**config.mk**
```make
export PLATFORM = sky130hd
export DESIGN_NAME = spi_cmd_ctrl
export DESIGN_NICKNAME = d
export VERILOG_FILES = /design/src/rtl/spi_cmd_ctrl.sv
export SDC_FILE = /design/constraint.sdc
export NUM_CORES = 1
export LEC_CHECK = 0
export CAP_MARGIN = 20
export CORE_ASPECT_RATIO = 1.1
export CORE_MARGIN = 5
export CORE_UTILIZATION = 60
export CTS_CLUSTER_DIAMETER = 40
export DETAILED_ROUTE_END_ITERATION = 16
export PLACE_DENSITY = 0.79
export RECOVER_POWER = 100
export SYNTH_ARGS = -nofsm -noshare
export SYNTH_HDL_FRONTEND = slang
export SYNTH_SLANG_ARGS = --single-unit
```
**constraint.sdc**
```tcl
create_clock -name clk_i -period 3.5 [get_ports clk_i]
set_input_delay 0.7 -clock clk_i [delete_from_list [all_inputs] [get_ports clk_i]]
set_output_delay 0.7 -clock clk_i [all_outputs]
set_load 0.05 [all_outputs]
```
**src/rtl/spi_cmd_ctrl.sv**
```systemverilog
// SPI command sequencer: parses opcode/address/data bytes of a chip-select frame
// into register writes and framebuffer writes (streamed data or hardware fill).
module spi_cmd_ctrl #(
    parameter int AW = 17
) (
    input  logic          clk_i,
    input  logic          rst_ni,
    input  logic          byteValid_i,
    input  logic [7:0]    byteIn_i,
    input  logic          frameActive_i,
    output logic          memReq_o,
    output logic [AW-1:0] memAddr_o,
    output logic [7:0]    memData_o,
    input  logic          memAck_i,
    output logic          regWe_o,
    output logic [7:0]    regAddr_o,
    output logic [7:0]    regData_o,
    output logic          busy_o,
    output logic          overrun_o
);

    typedef enum logic [3:0] {
        IDLE, ADDR, REGA, REGD, CNT, VAL, WDATA, FILL, SKIP, DRAIN
    } state_e;

    state_e        state_q, state_d;
    logic [AW-1:0] addr_q, addr_d;
    logic [15:0]   cnt_q, cnt_d;
    logic [1:0]    byteCnt_q, byteCnt_d;
    logic          isFill_q, isFill_d;
    logic [7:0]    fillVal_q, fillVal_d;
    logic          memReq_q, memReq_d;
    logic [AW-1:0] memAddr_q, memAddr_d;
    logic [7:0]    memData_q, memData_d;
    logic          holdValid_q, holdValid_d;
    logic [7:0]    holdData_q, holdData_d;
    logic          regWe_q, regWe_d;
    logic [7:0]    regAddr_q, regAddr_d;
    logic [7:0]    regData_q, regData_d;
    logic          overrun_q, overrun_d;

    logic          byteOk;
    logic          ack;
    logic [AW+7:0] shifted;

    assign byteOk  = byteValid_i && frameActive_i;
    assign ack     = memReq_q && memAck_i;
    // Upper address bits beyond AW fall off the top as bytes shift in.
    assign shifted = {addr_q, byteIn_i};

    always_ff @(posedge clk_i or negedge rst_ni) begin
        if (!rst_ni) begin
            state_q     <= IDLE;
            addr_q      <= '0;
            cnt_q       <= '0;
            byteCnt_q   <= '0;
            isFill_q    <= 1'b0;
            fillVal_q   <= '0;
            memReq_q    <= 1'b0;
            memAddr_q   <= '0;
            memData_q   <= '0;
            holdValid_q <= 1'b0;
            holdData_q  <= '0;
            regWe_q     <= 1'b0;
            regAddr_q   <= '0;
            regData_q   <= '0;
            overrun_q   <= 1'b0;
        end else begin
            state_q     <= state_d;
            addr_q      <= addr_d;
            cnt_q       <= cnt_d;
            byteCnt_q   <= byteCnt_d;
            isFill_q    <= isFill_d;
            fillVal_q   <= fillVal_d;
            memReq_q    <= memReq_d;
            memAddr_q   <= memAddr_d;
            memData_q   <= memData_d;
            holdValid_q <= holdValid_d;
            holdData_q  <= holdData_d;
            regWe_q     <= regWe_d;
            regAddr_q   <= regAddr_d;
            regData_q   <= regData_d;
            overrun_q   <= overrun_d;
        end
    end

    always_comb begin
        state_d     = state_q;
        addr_d      = addr_q;
        cnt_d       = cnt_q;
        byteCnt_d   = byteCnt_q;
        isFill_d    = isFill_q;
        fillVal_d   = fillVal_q;
        memReq_d    = memReq_q;
        memAddr_d   = memAddr_q;
        memData_d   = memData_q;
        holdValid_d = holdValid_q;
        holdData_d  = holdData_q;
        regWe_d     = 1'b0;
        regAddr_d   = regAddr_q;
        regData_d   = regData_q;
        overrun_d   = overrun_q;

        // An ack retires the current beat; a held byte moves up without a bubble.
        if (ack) begin
            memReq_d = 1'b0;
            if (holdValid_q) begin
                memReq_d    = 1'b1;
                memAddr_d   = addr_q;
                memData_d   = holdData_q;
                addr_d      = addr_q + AW'(1);
                holdValid_d = 1'b0;
            end
        end

        case (state_q)
            IDLE: begin
                if (byteOk) begin
                    byteCnt_d = '0;
                    case (byteIn_i)
                        8'h01:   state_d = REGA;
                        8'h02:   begin state_d = ADDR; isFill_d = 1'b0; end
                        8'h03:   begin state_d = ADDR; isFill_d = 1'b1; end
                        default: state_d = SKIP;
                    endcase
                end
            end
            FILL: begin
                if (byteOk) overrun_d = 1'b1;
                if (ack) begin
                    if (cnt_q != 16'd0) begin
                        memReq_d  = 1'b1;
                        memAddr_d = addr_q;
                        memData_d = fillVal_q;
                        addr_d    = addr_q + AW'(1);
                        cnt_d     = cnt_q - 16'd1;
                    end else begin
                        state_d = frameActive_i ? SKIP : IDLE;
                    end
                end
            end
            DRAIN: begin
                if (!memReq_q && !holdValid_q) state_d = IDLE;
            end
            default: begin
                if (!frameActive_i) begin
                    state_d = DRAIN;
                end else if (byteValid_i) begin
                    case (state_q)
                        REGA: begin
                            regAddr_d = byteIn_i;
                            state_d   = REGD;
                        end
                        REGD: begin
                            regData_d = byteIn_i;
                            regWe_d   = 1'b1;
                            state_d   = SKIP;
                        end
                        ADDR: begin
                            addr_d    = shifted[AW-1:0];
                            byteCnt_d = byteCnt_q + 2'd1;
                            if (byteCnt_q == 2'd2) begin
                                byteCnt_d = '0;
                                state_d   = isFill_q ? CNT : WDATA;
                            end
                        end
                        CNT: begin
                            cnt_d     = {cnt_q[7:0], byteIn_i};
                            byteCnt_d = byteCnt_q + 2'd1;
                            if (byteCnt_q == 2'd1) begin
                                byteCnt_d = '0;
                                state_d   = VAL;
                            end
                        end
                        VAL: begin
                            fillVal_d = byteIn_i;
                            if (cnt_q == 16'd0) begin
                                state_d = SKIP;
                            end else begin
                                memReq_d  = 1'b1;
                                memAddr_d = addr_q;
                                memData_d = byteIn_i;
                                addr_d    = addr_q + AW'(1);
                                cnt_d     = cnt_q - 16'd1;
                                state_d   = FILL;
                            end
                        end
                        WDATA: begin
                            if (!memReq_d) begin
                                memReq_d  = 1'b1;
                                memAddr_d = addr_d;
                                memData_d = byteIn_i;
                                addr_d    = addr_d + AW'(1);
                            end else if (!holdValid_d) begin
                                holdValid_d = 1'b1;
                                holdData_d  = byteIn_i;
                            end else begin
                                overrun_d = 1'b1;
                            end
                        end
                        default: ;
                    endcase
                end
            end
        endcase
    end

    assign memReq_o  = memReq_q;
    assign memAddr_o = memAddr_q;
    assign memData_o = memData_q;
    assign regWe_o   = regWe_q;
    assign regAddr_o = regAddr_q;
    assign regData_o = regData_q;
    assign busy_o    = (state_q != IDLE) || memReq_q;
    assign overrun_o = overrun_q;

endmodule

```
==> results of run 1 <==
area by class of cell:
type	instances	area (um2)
clock buffer	9	225
sequential	101	2530
inverter	15	56.3
timing repair buffer	142	1160
multi-input combinational	764	4640
fill	1037	3590
tap	157	196
clock inverter	7	91.3
sequential cells by signal (all words and copies together) (netlist names), 2 cells and up:
| name | cells |
|---|---|
| addr_q | 17 |
| regData_o | 8 |
| memAddr_o | 17 |
| holdData_q | 8 |
| regAddr_o | 8 |
| memData_o | 8 |
| byteCnt_q | 2 |
| cnt_q | 16 |
| fillVal_q | 8 |
| state_q | 4 |
power by group through the flow:
stage / logic [W] / clock network (W) / registers (W)
2_1_floorplan: 0.00282 / 0 / 0.00262
3_3_place_gp: 0.00496 / 0 / 0.00213
3_5_place_dp: 0.00500 / 0 / 0.00214
4_1_cts: 0.00503 / 0.00107 / 0.00212
5_1_grt: 0.00538 / 0.00112 / 0.00220
6_report: 0.00502 / 0.00108 / 0.00213
stage by stage:
stage / cells / instance area [um2] / power [W] / util, % / setup WS, ns
after floorplan: 956 / 7530 / 0.00543 / - / 0.660
after global placement: 1178 / 8660 / 0.00709 / 69.4 / 0.173
after detailed placement: 1179 / 8670 / 0.00714 / 69.5 / 0.105
after CTS: 1195 / 8990 / 0.00823 / 72.0 / 0.477
after global routing: 1195 / 8890 / 0.00871 / 71.3 / 0.136
final: 1195 / 8890 / 0.00822 / 71.3 / 0.262
cells by family (layout without fill, tap and decap cells):
| family | after synthesis | in the layout |
|---|---|---|
| simple gates | 362 | 362 |
| fa+ha+maj | 3 | 3 |
| compound gates | 314 | 314 |
| buf+inv | 91 | 173 |
| xor+xnor | 33 | 33 |
| flops | 101 | 101 |
| mux | 52 | 52 |
cells in the mapped netlist, types with 4 or more instances:
cell / count / area share (%)
a21oi_1: 75 / 5.0
o2bb2ai_1: 5 / 0.58
nand2_1: 158 / 7.9
mux2_2: 25 / 3.7
o211ai_1: 9 / 0.90
dfrtp_1: 101 / 34
nand3_1: 22 / 1.5
a22oi_1: 17 / 1.7
nand4_1: 12 / 1.0
a211oi_1: 7 / 0.70
a221oi_1: 11 / 1.3
o21ai_1: 6 / 0.40
mux2i_1: 27 / 3.6
a31oi_1: 12 / 1.0
a221o_1: 6 / 0.80
buf_1: 6 / 0.30
and3_1: 4 / 0.33
o221ai_1: 13 / 1.5
xor2_1: 10 / 1.2
nor3_1: 22 / 1.5
inv_1: 15 / 0.75
o21ai_0: 95 / 6.3
clkbuf_1: 60 / 3.0
buf_2: 7 / 0.46
xnor2_1: 22 / 2.6
nor2_1: 79 / 3.9
o22ai_1: 19 / 1.6
nor4_1: 13 / 1.1
nand2b_1: 7 / 0.58
or3_1: 4 / 0.33
placed cells by master (no fill, tap or decap), types with 5 or more instances in the layout:
cell type        count
a31oi_1             12
nand4_1             12
a221oi_1            11
o221ai_1            13
o2bb2ai_1            5
nor4_1              14
a22oi_1             17
nand3_1             22
inv_1               15
clkbuf_16            9
nand2b_1             7
nor3_1              23
clkbuf_1            15
dfrtp_1            101
mux2i_1             27
mux2_2              25
o22ai_1             19
buf_4               65
a221o_1              6
a21oi_1             75
a211oi_1             7
xor2_1              10
o21ai_0             97
nor2_1              79
clkdlybuf4s50_1      9
o211ai_1             9
nand2_1            158
xnor2_1             22
dlygate4sd3_1       47
critical path, delay by kind of cell:
family	cells	cell delay [ns]
buffers and inverters	3	1.53
AOI/OAI and AO/OA	3	0.50
xor gates and xnor gates	1	0.43
and+or+nand+nor	2	0.31
per-layer routing:
metal  up-vias  GRT usage [%]  wire [um]
met5         -              0          0
met4         0           20.0       1460
met3       128           8.57       3000
met2       536           57.0      12400
met1      3812           47.6      10100
li1       3688              -          -
worst paths after layout:
kind	start	endpoint
max in group asynchronous	rst_ni	cnt_q[6]$_DFFE_PN0P_
max	memAck_i	addr_q[9]$_DFF_PN0_
min reg2reg	overrun_o$_DFFE_PN0P_	overrun_o$_DFFE_PN0P_
max reg2reg	cnt_q[0]$_DFFE_PN0P_	addr_q[12]$_DFF_PN0_
min in group asynchronous	rst_ni	memAddr_o[9]$_DFF_PN0_
min	overrun_o$_DFFE_PN0P_	overrun_o$_DFFE_PN0P_
==> run metrics, run 1 <==
root buffer cell=clkbuf_16; die height=128 um; CP most frequent cell=o221ai_1; overall routed net length=27000 um; Synth Area in Simple Gates=23.5%; worst-path maximum fanout=14; port bufs=57; post_cts resized=0; fmax=309 MHz; R2R depth=13; DP HPWL=18500 um; Core Footprint=12500 um2; Yosys cell types=81; Sw Ratio=52.0%; Worst-Skew Late Latency=0.37 ns; Max Cap Violations=1; Clock Path Buffers=2; Primary FF master, synth=dfrtp_1; initial DRC count=1062; # hold bufs at CTS=0; gpl congestion=1.04; pwr dens=925 nW/um2; Worst-path clk slew=0.08 ns; Final #Nets=1049; initial antenna violation count=0; Synth Register Bits=101; worst hold slack=0.473 ns; maximum VDD drop=528 uV; grt total ovfl=0; synthesized net count=972; critical path's slowest cell=clkbuf_1; starting density of the core=60.4%; register share of total power=25.9%; CTS Buf Count=9; drt first pass iters=7; Least-Margin Pin Slew=2.62 ns; Synth Area in XOR/XNOR=3.94%; post-synthesis adder-cell area fraction=0.498%; Sw Pwr=0.00428 W; LEAKAGE=3.75 nW; htree depth=3; Yosys warning total=0; largest net degree at the start of global routing=102; CP arrival=3.48 ns; Final period util=92.5%; Clock Sinks=101; RSZ-0062 raised after global routing=false; mean routed wirelength per cell=22.6 um; Hold Path Depth=1; DRC violation count after routing=0; fraction of registers with async set/reset=100%; Post-CTS Setup Repair Bufs=0; Area growth syn-to-layout=18.0%; GR Util All Layers=36.9%; diode count=0; Setup-failing EPs final=0; vias per cell=6.83; number of global-route vias before repair=7859; Mapped Cells=956; Hold Crit Class=flop to flop; Slew HR=-75.0%; CP required=3.74 ns; DR vias=8164; main combinational cell family by area after synthesis=compound AO/OA/AOI/OAI gates; die area=14900 um2; Cell Int Power=0.00394 W; layout cells sized above 1=12.6%; post-synthesis sequential area ratio=33.5%; Final Hold Fails=0; Ports=58; EDFF count, synth=0; ANT nets after route=0; post-route minimum period=3.24 ns; failing checks=capacitance limit, slew limit; crit path launch type=primary input; CP cell instances=dlygate4sd3_1, buf_4, nand3_4, clkbuf_1, nor3_1, xnor2_1, o221ai_1, a21boi_0, o221ai_1; compound-gate portion of the synthesized area=26.3%; reg-to-reg slack, setup=0.42 ns; synthesized area=7530 um2; post-synthesis mux area share=7.32%; clock share of power=13.1%; CTS tree=built; Syn Area/Cell=7.88 um2; crit path kind=primary input to flop; crit-path max cell delay=0.77 ns; Fin Clk Skew=0.0149 ns; Comb power frac=61.0%; site row count=43; first-pass GRT wire length=42800 um; setup_tns=0 ns; Slew Limit Fails=102; chip width=117 um; crit end category=flop; outcome=finished, violations left
Power figures use the tool's default switching activity.
==> run 2, diff against run 1 <==
--- a/config.mk
+++ b/config.mk
@@ -6,7 +6,7 @@
 export NUM_CORES = 1
 export LEC_CHECK = 0
 export CAP_MARGIN = 20
-export CORE_ASPECT_RATIO = 1.1
+export CORE_ASPECT_RATIO = 0.7
 export CORE_MARGIN = 5
 export CORE_UTILIZATION = 60
 export CTS_CLUSTER_DIAMETER = 40
==> run 2 against run 1 <==
  * The run now ends clean
  * Worst setup slack worse by 0.0080 ns
  * Sequential power is 4% higher
  * Largest power group unchanged
  * Combinational power rose by 1%
  * Sequential cell count unchanged
  * Total power up 2.1%
  * Hold slack better by 0.0080 ns
  * Global-route usage up 0.35 points
  * Final cell count is 1.5% higher
==> run metrics, run 2 (synthesis gave the netlist of run 1 again) <==
Final #Nets=1062; layout cells sized above 1=13.9%; Setup-failing EPs final=0; site row count=34; Post-CTS Setup Repair Bufs=0; post-route minimum period=3.25 ns; worst slack, placed=0.151 ns; GR Util All Layers=37.2%; CTS tree=built; DP HPWL=19800 um; diode count=0; starting density of the core=60.9%; final worst slack=0.254 ns; initial DRC count=1467; leading cell type in the layout, fill and taps excluded=nand2_1; placed cells=1197; first-pass GRT wire length=44100 um; outcome=finished clean; maximum VDD drop=607 uV; LEAKAGE=3.83 nW; RSZ-0062 raised after global routing=false; most frequent cells in the layout=nand2_1, dfrtp_1, o21ai_0; CTS Buf Count=9; CP arrival=3.48 ns; number of global-route vias before repair=7873; mean routed wirelength per cell=23.0 um; Final period util=92.7%; # hold bufs at CTS=0; initial antenna violation count=0; Slew HR=5.63%; overall routed net length=27900 um; root buffer cell=clkbuf_16; Ports=58; CP required=3.74 ns; Clock Sinks=101; # fillers=996; Hold Crit Class=flop to flop; chip width=144 um; Least-Margin Pin Slew=1.42 ns; grt total ovfl=0; Slew Limit Fails=0; final standard cell area without fillers=9020 um2; die height=104 um; DR vias=8468; pwr dens=931 nW/um2; htree depth=3; Clock Path Buffers=2; crit path launch type=primary input; Final Hold Fails=0; worst-path maximum fanout=8; largest net degree at the start of global routing=55; Max Cap Violations=0; post_cts resized=0; die area=14900 um2; crit path kind=primary input to flop; Area growth syn-to-layout=19.8%; vias per cell=6.98; Finished Layout Cells=1213; drt first pass iters=6; Fin Clk Skew=0.0120 ns; gpl congestion=1.09; DRC violation count after routing=0; Worst-path clk slew=0.08 ns; ANT nets after route=0; crit end category=flop; port bufs=57; Core Footprint=12400 um2; area post-placement=8770 um2; fmax=308 MHz; setup_tns=0 ns; Worst-Skew Late Latency=0.36 ns
[run 2: worst paths after layout]
path,start,to,slack [ns],depth (start not counted)
min in group asynchronous,rst_ni,cnt_q[9]$_DFFE_PN0P_,0.66,1
hold / removal,fillVal_q[6]$_DFFE_PN0P_,fillVal_q[6]$_DFFE_PN0P_,0.48,2
setup / recovery,memAck_i,memData_o[5]$_DFF_PN0_,0.25,13
setup reg to reg,cnt_q[0]$_DFFE_PN0P_,cnt_q[0]$_DFFE_PN0P_,0.29,13
max in group asynchronous,rst_ni,memData_o[0]$_DFF_PN0_,1.47,2
hold reg to reg,fillVal_q[6]$_DFFE_PN0P_,fillVal_q[6]$_DFFE_PN0P_,0.48,2
[run 2: critical path, stage by stage]
cell,delay [ns]
dlygate4sd3_1,0.56
buf_4,0.18
buf_4,0.17
nand2b_1,0.08
clkbuf_1,0.15
nand2_1,0.11
clkbuf_1,0.19
o21a_1,0.38
o21ai_1,0.35
a22oi_1,0.27
o21ai_0,0.11
o21ai_0,0.13
o21ai_0,0.10
[run 2: cell type report]
class	instances	area, um2	area share [%]
Multi-Input combinational cell	764	4640	51.4
Sequential cell	101	2530	28.0
Timing Repair Buffer	155	1270	14.0
Clock buffer	9	225	2.50
Tap cell	162	203	2.25
Clock inverter	7	105	1.16
Inverter	15	56.3	0.624
[run 2: power breakdown]
| part | leakage [nW] | switching (W) | internal, W |
|---|---|---|---|
| combinational | 2.39 | 0.00327 | 0.00181 |
| sequential | 1.28 | 0.000587 | 0.00163 |
| clock | 0.159 | 0.000530 | 0.000581 |
[run 2: through the flow]
step,utilization (%),hold slack (ns),total power [W]
after floorplan,-,0.404,0.00543
after global placement,70.9,0.454,0.00716
after detailed placement,70.9,0.460,0.00722
after CTS,73.5,0.414,0.00836
after global routing,72.9,0.495,0.00884
final,72.9,0.481,0.00840
[run 2: metal layers]
layer / track usage, % / wire length, um / share of wire (%)
met4: 9.95 / 750 / 2.7
met1: 58.4 / 11700 / 42
met5: 0 / 0 / 0
met2: 48.8 / 10900 / 39
met3: 11.7 / 4590 / 16
